--- src/rtl/sobel_line_scheduler_pkg.sv ---
// Shared state encoding, default geometry and bank helpers for the
// Sobel line scheduler and its position counter.
package sobel_line_scheduler_pkg;

   localparam int H_ACTIVE_DEF = 640;
   localparam int V_ACTIVE_DEF = 480;
   localparam int SRC_MIN_DEF  = 6;
   localparam int DST_MAX_DEF  = 1000;
   localparam int CNT_W_DEF    = 10;
   localparam int ROW_W        = 9;
   localparam int BANK_W       = 2;

   typedef enum logic [2:0] {
      ST_IDLE,
      ST_SYNC,
      ST_PRIME,
      ST_RUN,
      ST_DONE
   } state_t;

   typedef logic [BANK_W-1:0] bank_t;

   // Three line banks rotate 0 -> 1 -> 2 -> 0.
   function automatic bank_t next_bank(input bank_t b);
      return (b == bank_t'(2)) ? bank_t'(0) : b + bank_t'(1);
   endfunction

endpackage

--- src/rtl/sobel_pos_counter.sv ---
// Column/row/bank position of the next pixel to be popped.
// Ports: clk_w, rst, clr (sync clear), adv (one pixel popped),
//        col/row/bank (position), col_last/row_last (at line/frame edge).
module sobel_pos_counter
   import sobel_line_scheduler_pkg::*;
#(
   parameter int H_ACTIVE = H_ACTIVE_DEF,
   parameter int V_ACTIVE = V_ACTIVE_DEF,
   parameter int CNT_W    = CNT_W_DEF
) (
   input  logic             clk_w,
   input  logic             rst,
   input  logic             clr,
   input  logic             adv,
   output logic [CNT_W-1:0] col,
   output logic [ROW_W-1:0] row,
   output bank_t            bank,
   output logic             col_last,
   output logic             row_last
);

   localparam logic [CNT_W-1:0] COL_MAX = CNT_W'(H_ACTIVE - 1);
   localparam logic [ROW_W-1:0] ROW_MAX = ROW_W'(V_ACTIVE - 1);

   assign col_last = (col == COL_MAX);
   assign row_last = (row == ROW_MAX);

   always_ff @(posedge clk_w or posedge rst) begin
      if (rst) begin
         col  <= '0;
         row  <= '0;
         bank <= '0;
      end else if (clr) begin
         col  <= '0;
         row  <= '0;
         bank <= '0;
      end else if (adv) begin
         if (col_last) begin
            col <= '0;
            if (row_last) begin
               row  <= '0;
               bank <= '0;
            end else begin
               row  <= row + ROW_W'(1);
               bank <= next_bank(bank);
            end
         end else begin
            col <= col + CNT_W'(1);
         end
      end
   end

endmodule

--- src/rtl/sobel_line_scheduler.sv ---
// Sequencer for the Sobel datapath: pops camera FIFO, locks to SOF,
// tracks position, rotates line banks and gates output FIFO pushes.
// Ports: clk_w, rst, enable, src_count/src_sof (camera FIFO head),
//        dst_count (output FIFO fill), rd_en, pix_valid, wr_bank,
//        rd_bank, wr_addr, out_valid, row, frame_done, frame_abort, busy.
module sobel_line_scheduler
   import sobel_line_scheduler_pkg::*;
#(
   parameter int H_ACTIVE = H_ACTIVE_DEF,
   parameter int V_ACTIVE = V_ACTIVE_DEF,
   parameter int SRC_MIN  = SRC_MIN_DEF,
   parameter int DST_MAX  = DST_MAX_DEF,
   parameter int CNT_W    = CNT_W_DEF
) (
   input  logic             clk_w,
   input  logic             rst,
   input  logic             enable,
   input  logic [CNT_W-1:0] src_count,
   input  logic             src_sof,
   input  logic [CNT_W-1:0] dst_count,
   output logic             rd_en,
   output logic             pix_valid,
   output logic [1:0]       wr_bank,
   output logic [1:0]       rd_bank,
   output logic [CNT_W-1:0] wr_addr,
   output logic             out_valid,
   output logic [8:0]       row,
   output logic             frame_done,
   output logic             frame_abort,
   output logic             busy
);

   localparam logic [CNT_W-1:0] SRC_MIN_C = CNT_W'(SRC_MIN);
   localparam logic [CNT_W-1:0] DST_MAX_C = CNT_W'(DST_MAX);

   state_t           state, state_n;
   logic             pop_ok, clr, adv, abort;
   logic [CNT_W-1:0] pos_col;
   logic [ROW_W-1:0] pos_row;
   bank_t            pos_bank;
   logic             col_last, row_last;

   sobel_pos_counter #(
      .H_ACTIVE (H_ACTIVE),
      .V_ACTIVE (V_ACTIVE),
      .CNT_W    (CNT_W)
   ) u_pos (
      .clk_w    (clk_w),
      .rst      (rst),
      .clr      (clr),
      .adv      (adv),
      .col      (pos_col),
      .row      (pos_row),
      .bank     (pos_bank),
      .col_last (col_last),
      .row_last (row_last)
   );

   assign pop_ok = (src_count >= SRC_MIN_C) && (dst_count <= DST_MAX_C);

   always_ff @(posedge clk_w or posedge rst) begin
      if (rst) state <= ST_IDLE;
      else     state <= state_n;
   end

   // An SOF word is never popped outside position (0,0): in SYNC it
   // starts the frame, mid-frame it aborts and restarts priming.
   always_comb begin
      state_n = state;
      rd_en   = 1'b0;
      clr     = 1'b0;
      adv     = 1'b0;
      abort   = 1'b0;
      unique case (state)
         ST_IDLE: begin
            if (enable) state_n = ST_SYNC;
         end
         ST_SYNC: begin
            if (src_sof) begin
               state_n = ST_PRIME;
               clr     = 1'b1;
            end else begin
               rd_en = pop_ok;
            end
         end
         ST_PRIME, ST_RUN: begin
            if (src_sof && (pos_col != '0 || pos_row != '0)) begin
               abort   = 1'b1;
               clr     = 1'b1;
               state_n = ST_PRIME;
            end else if (pop_ok) begin
               rd_en = 1'b1;
               adv   = 1'b1;
               if (col_last) begin
                  if (state == ST_PRIME && pos_row == ROW_W'(1))
                     state_n = ST_RUN;
                  else if (state == ST_RUN && row_last)
                     state_n = ST_DONE;
               end
            end
         end
         ST_DONE: begin
            state_n = enable ? ST_SYNC : ST_IDLE;
         end
         default: state_n = ST_IDLE;
      endcase
   end

   // Pixel-side outputs line up with the datapath's registered pixel.
   always_ff @(posedge clk_w or posedge rst) begin
      if (rst) begin
         pix_valid   <= 1'b0;
         out_valid   <= 1'b0;
         frame_abort <= 1'b0;
         wr_bank     <= 2'd0;
         rd_bank     <= 2'd1;
         wr_addr     <= '0;
         row         <= '0;
      end else begin
         pix_valid   <= adv;
         out_valid   <= adv && (state == ST_RUN);
         frame_abort <= abort;
         if (adv) begin
            wr_addr <= pos_col;
            row     <= pos_row;
            wr_bank <= pos_bank;
            rd_bank <= next_bank(pos_bank);
         end
      end
   end

   assign frame_done = (state == ST_DONE);
   assign busy       = (state == ST_PRIME) || (state == ST_RUN);

endmodule

--- config.mk ---
export PLATFORM = sky130hd
export DESIGN_NAME = sobel_line_scheduler
export DESIGN_NICKNAME = d
export VERILOG_FILES = /design/src/rtl/sobel_line_scheduler_pkg.sv /design/src/rtl/sobel_pos_counter.sv /design/src/rtl/sobel_line_scheduler.sv
export SDC_FILE = /design/constraint.sdc
export NUM_CORES = 1
export LEC_CHECK = 0
export BUFFER_PORTS_ARGS = -buffer_cell sky130_fd_sc_hd__buf_2
export CAP_MARGIN = 10
export CORE_UTILIZATION = 35
export CTS_CLUSTER_DIAMETER = 60
export DETAILED_ROUTE_END_ITERATION = 6
export GPL_TIMING_DRIVEN = 0
export PLACE_DENSITY = 0.56
export SETUP_SLACK_MARGIN = 0.4
export SLEW_MARGIN = 20
export SYNTH_ARGS = -nofsm -noshare
export SYNTH_HDL_FRONTEND = slang
export SYNTH_SLANG_ARGS = --single-unit
--- constraint.sdc ---
create_clock -name clk_w -period 4 [get_ports clk_w]
set_input_delay 0.2 -clock clk_w [delete_from_list [all_inputs] [get_ports clk_w]]
set_output_delay 0.2 -clock clk_w [all_outputs]
set_load 0.05 [all_outputs]
Word-level counts from Yosys, hierarchy flattened
Index checks and enable logic that the tools add are counted.
{"block": "totals", "regBits": 50, "out_inout_bits": 29, "elab_cells": 74}
{"block": "classes", "add_sub_neg": 3, "n_lt_le_gt_ge": 2, "eq_ne": 13, "n_mux": 30, "reduce_logical": 15}
{"op": "9-bit two-way mux", "count": 4}
{"op": "10-bit two-way mux", "count": 3}
{"op": "3-bit two-way mux", "count": 7}
{"op": "3-bit one-hot mux with 4 select lines", "count": 1}
{"op": "10-bit by 1-bit adder with 10-bit output (second input constant)", "count": 1}
{"op": "10-bit equality test (second input constant)", "count": 1}
{"op": "10-bit by 3-bit >= comparator with 1-bit output (second input constant)", "count": 1}
{"op": "10-bit <= comparator (second input constant)", "count": 1}
{"op": "2-bit two-way mux", "count": 5}
{"op": "10-bit nonzero test", "count": 1}
{"op": "9-bit by 1-bit adder with 9-bit output (second input constant)", "count": 1}
{"op": "9-bit by 1-bit equality test with 1-bit output (second input constant)", "count": 1}
{"op": "9-bit equality test (second input constant)", "count": 1}
{"op": "9-bit nonzero test", "count": 1}
{"op": "1-bit two-way mux", "count": 8}
{"op": "3-bit by 2-bit equality test with 1-bit output (second input constant)", "count": 2}
{"op": "3-bit inequality test (second input constant)", "count": 2}
{"op": "1-bit logical AND", "count": 5}
{"op": "5-bit AND reduction", "count": 1}
{"op": "2-bit inequality test (second input constant)", "count": 2}
{"op": "4-bit inequality test (second input constant)", "count": 1}
{"op": "1-bit one-hot mux with 2 select lines", "count": 2}
{"op": "2-bit nonzero test", "count": 2}
{"op": "3-bit by 1-bit equality test with 1-bit output (second input constant)", "count": 1}
{"op": "7 further kinds", "count": 8}

Logic depth before layout (Yosys ltp)
{"block": "depth", "ltp_word": 8, "ltp_mapped": 10, "depth_no_buf": 9}

Modules after synthesis
A second synthesis with hierarchy kept.
{"block": "unflattened", "hier_cells": 227, "hier_area_um2": 2551.2}
{"mod": "sobel_line_scheduler", "n_inst": 1, "cells_per_inst": 107, "area_each_um2": 1402.6, "seq_area_each_um2": 726.9}
{"mod": "sobel_pos_counter", "n_inst": 1, "cells_per_inst": 120, "area_each_um2": 1148.6, "seq_area_each_um2": 525.5}

Worst setup path before layout
No wires, ideal clock.
{"block": "synth_timing", "kind": "flip-flop to flip-flop", "from": "reg state[1]", "to": "reg state[1]", "setup_time_ns": 0.120, "t_arrival_ns": 2.468, "required_ns": 3.880, "setup_slack_ns": 1.411, "stages_incl_launch_ff": 8, "path_buffers": 1, "synth_period_minus_slack_ns": 2.589, "path_cell_list": "dfrtp_1 clkbuf_1 nor2b_1 and3_1 a32oi_1 o31ai_1 nand3_1 a41o_1"}
{"block": "synth_via", "elab_chain_cells": 7}
{"element": "start, declared", "line_no": "sobel_line_scheduler.sv:36", "text": "state_t state, state_n;"}
{"element": "start signal, assigned", "line_no": "sobel_line_scheduler.sv:63", "text": "else state <= state_n;"}
{"element": "3-bit by 2-bit equality test with 1-bit output", "line_no": "sobel_line_scheduler.sv:74, sobel_line_scheduler.sv:95"}
{"element": "1-bit logical AND", "line_no": "sobel_line_scheduler.sv:95", "text": "if (state == ST_PRIME && pos_row == ROW_W'(1))"}
{"element": "3-bit two-way mux", "line_no": "sobel_line_scheduler.sv:95"}
{"element": "3-bit two-way mux", "line_no": "sobel_line_scheduler.sv:94", "text": "if (col_last) begin"}
{"element": "3-bit two-way mux", "line_no": "sobel_line_scheduler.sv:91", "text": "end else if (pop_ok) begin"}
{"element": "3-bit two-way mux", "line_no": "sobel_line_scheduler.sv:87", "text": "if (src_sof && (pos_col != '0 || pos_row != '0)) begin"}
{"element": "3-bit one-hot mux with 4 select lines", "line_no": "sobel_line_scheduler.sv:74", "text": "unique case (state)"}
Parallel ways exist; a longest one is shown, timed or not. The select of a mux whose other input is x is not followed.
A chain may end at the register's enable or synchronous reset.

Final worst setup path
{"block": "layout_timing", "from": "reg u_pos.row[5]", "to": "out rd_en"}
{"block": "layout_via", "elab_chain_cells": 5}
{"element": "start, declared", "line_no": "sobel_pos_counter.sv:16", "text": "output logic [ROW_W-1:0] row,"}
{"element": "start signal, assigned", "line_no": "sobel_pos_counter.sv:44", "text": "row <= row + ROW_W'(1);"}
{"element": "9-bit nonzero test", "line_no": "sobel_line_scheduler.sv:87"}
{"element": "1-bit logical OR", "line_no": "sobel_line_scheduler.sv:87"}
{"element": "1-bit logical AND", "line_no": "sobel_line_scheduler.sv:87"}
{"element": "1-bit two-way mux", "line_no": "sobel_line_scheduler.sv:87"}
{"element": "1-bit one-hot mux with 2 select lines", "line_no": "sobel_line_scheduler.sv:74"}
{"element": "end, declared", "line_no": "sobel_line_scheduler.sv:21", "text": "output logic rd_en,"}
No other way between the ends.

==> flow_summary.ini <==
[finish]
drive_gt1_share_pct = 20.64
diodes = 0
fin_nets = 372
final_cells = 440
area_growth_pct = 20.51

[global_routing]
grt_util_met1_pct = 25.78
grt_pass1_wl_um = 10540
grt_max_degree = 28
grtUsageMet2_pct = 27.99
busiest_layer = met2
grt_overflow = 0
track_usage_pct = 17.83
grt_pass1_vias = 2148
antenna_found_initial = 0
gr-usage-met3_pct = 2.286

[sta]
finalHoldWorstSlack_ns = 0.2437
worstMarginPinSlew_ns = 0.5555
maxSlewViolCount = 0
rsz0062_at_grt = no
setup_violations = 0
hold_viol = 0
min_period_over_period_pct = 68.77
min_period_ns = 2.751
fmax_mhz = 363.5
relSlewSlack_pct = 62.97
tns_ns = 0
fin_skew_ns = 0.003834

[synth]
yosys.area_share.simple_pct = 28.03
synth_area_per_cell_um2 = 8.816
synth-edff-count = 0
synth_top_family_by_area = simple AND/OR/NAND/NOR gates
yosysWarnings = 0
synthTopCellsByArea = dfrtp_1 49%, nand2_1 11%, o21ai_0 3.2%, and3_1 2.8%, a21oi_1 2.6%
ys_seq_elements = 50
synthTopCellsByCount = 73 x nand2_1, 49 x dfrtp_1, 16 x o21ai_0, 13 x a21oi_1
synth-seq-area-share_pct = 50.20
muxShareOfSynthArea_pct = 0.4012
synth_top_area_cell = dfrtp_1
synthesis.nets = 312
synth_top_area_share_pct = 49.15
synth_cell_type_count = 43
syn_inst = 283
synthArstFlopShare_pct = 100.0
synthAdderAreaFrac_pct = 2.508
syn_area_mm2 = 0.002495
synth_top_flop_cell = dfrtp_1
synth_xor_area_share_pct = 0.7021
synth_compound_area_share_pct = 14.04
synth.most_common_cell = nand2_1

[clock_network]
cts_root_buf = clkbuf_8
cts_tree = yes
cts_sinks = 50
cts-resized-gates = 0
clk_latency_ns = 0.30
post_cts_buffers = 0
ctsHoldBuffers = 1
cts_made_buffers = 5
clk_pin_slew_ns = 0.09
htreeDepth = 2
cts_buffer_depth = 2

[setup_path]
crit_fanout = 8
worst_setup_path_start_kind = register
worstSetupPathType = register to primary output
critPathArrivalTime_ns = 2.55
worstPathRequired_ns = 3.80
worstSetupEndpointType = primary output

[power]
p_sw_uw = 750.6
seqPwrFrac_pct = 35.8
swShare_pct = 44.32
p_per_area_mw_per_mm2 = 563.2
vdd_drop_max_mv = 0.3211
p_comb_share_pct = 43.0
intPower_uw = 942.9
clockPowerShare_pct = 21.2
cellLeakagePower_nw = 1.522
total_power_mw = 1.693

[routing]
vias_per_cell = 5.116
routed_wirelength_um = 6097
ant_nets = 0
first_pass_iters = 4
vias = 2251
avgRoutedWirePerCell_um = 13.86
dr.first_iter.drc_count = 92
drc = 0

[floorplan]
core_area_mm2 = 0.006832
die-width_um = 86.43
die_h_um = 86.43
pin_count = 53
start_util_pct = 36.52
rows = 30
dieArea_mm2 = 0.007470

[placed_design]
place_inst = 431
dpl.hpwl_um = 4431
gp_congestion = 0.8803
io_buffers = 51

[outcome]
status = finished clean

[worst_hold_path]
hold_class = primary input to register

[job]
cap_violations = 0
flip-flops by register name, indices dropped and copies added (netlist names):
name and flops:
frame_abort 1, out_valid 1, pix_valid 1, rd_bank 2
row 9, state 3, u_pos.bank 2, u_pos.col 10
u_pos.row 9, wr_addr 10, wr_bank 2
stage by stage:
| step | utilization [%] | area, µm² | setup slack [ns] |
|---|---|---|---|
| final | 44.01 | 3007 | 1.249 |
| after global routing | 44.01 | 3007 | 1.072 |
| after CTS | 44.01 | 3007 | 1.268 |
| after detailed placement | 42.31 | 2890 | 1.400 |
| after global placement | 42.01 | 2870 | 1.441 |
| after floorplan | - | 2495 | 1.411 |
metal layers:
metal	share of wire, %	wire (µm)
met2	47	2836
met5	0	0
met1	49	2988
met3	3.7	228
met4	0.71	43
path summary, 6_finish.rpt:
check | cells after the start | slack [ns] | to | from
worst max-delay path | 6 | 1.25 | rd_en | u_pos.row[5]$_DFFE_PP0P_
worst min-delay path | 2 | 0.24 | state[1]$_DFFE_PP0P_ | src_sof
worst max register to register | 9 | 1.36 | state[1]$_DFFE_PP0P_ | u_pos.row[0]$_DFFE_PP0P_
worst min register to register | 2 | 0.47 | row[4]$_DFFE_PP0N_ | row[4]$_DFFE_PP0N_
max in group asynchronous | 4 | 2.91 | rd_bank[0]$_DFFE_PP1N_ | rst
min in group asynchronous | 3 | 0.48 | wr_bank[1]$_DFFE_PP0N_ | rst
layout make-up:
cell class                 instances  area (µm²)
inverter                          12       45.04
clock inverter                     1       30.03
buffer                            14       57.56
sequential                        50        1252
clock buffer                       7       76.32
fill                             739        3825
multi-input combinational        207        1140
timing repair buffer              53       285.3
tap                               96       120.1
kinds of logic (layout without fill, tap and decap cells):
logic type	count (synthesis)	count (layout)
multiplexers	1	1
buffers and inverters	26	87
XOR/XNOR	2	2
AO/OA/AOI/OAI	54	54
adder cells (fa/ha/maj)	5	5
flip-flops	50	50
AND/OR/NAND/NOR	145	145
placed cells by master (no fill, tap or decap), types with 4 or more instances in the layout:
cell	instances
ha_1	5
or3_1	5
clkbuf_1	14
or4_1	5
buf_2	52
nand3_1	11
a31o_2	4
and3_1	11
clkbuf_8	5
o21ai_0	16
nor3_1	8
dfrtp_1	49
nand4_1	6
inv_1	10
a21oi_1	13
nand2_1	73
nor2_1	12
power groups by stage:
stage | Sequential [mW] | Clock, mW | Combinational [mW]
floorplan | 0.723 | 0 | 0.422
global placement | 0.617 | 0 | 0.730
detailed placement | 0.618 | 0 | 0.734
CTS | 0.608 | 0.371 | 0.738
global route | 0.618 | 0.385 | 0.812
finish | 0.607 | 0.359 | 0.728
critical path, cell delays in order, from the launching register on:
cell and delay (ns):
dfrtp_1 0.47, or4_1 0.61, nor4_4 0.32, a21boi_1 0.25
o22ai_1 0.16, and3_1 0.18, buf_2 0.26
No activity file was read; power rests on OpenSTA's default activity.
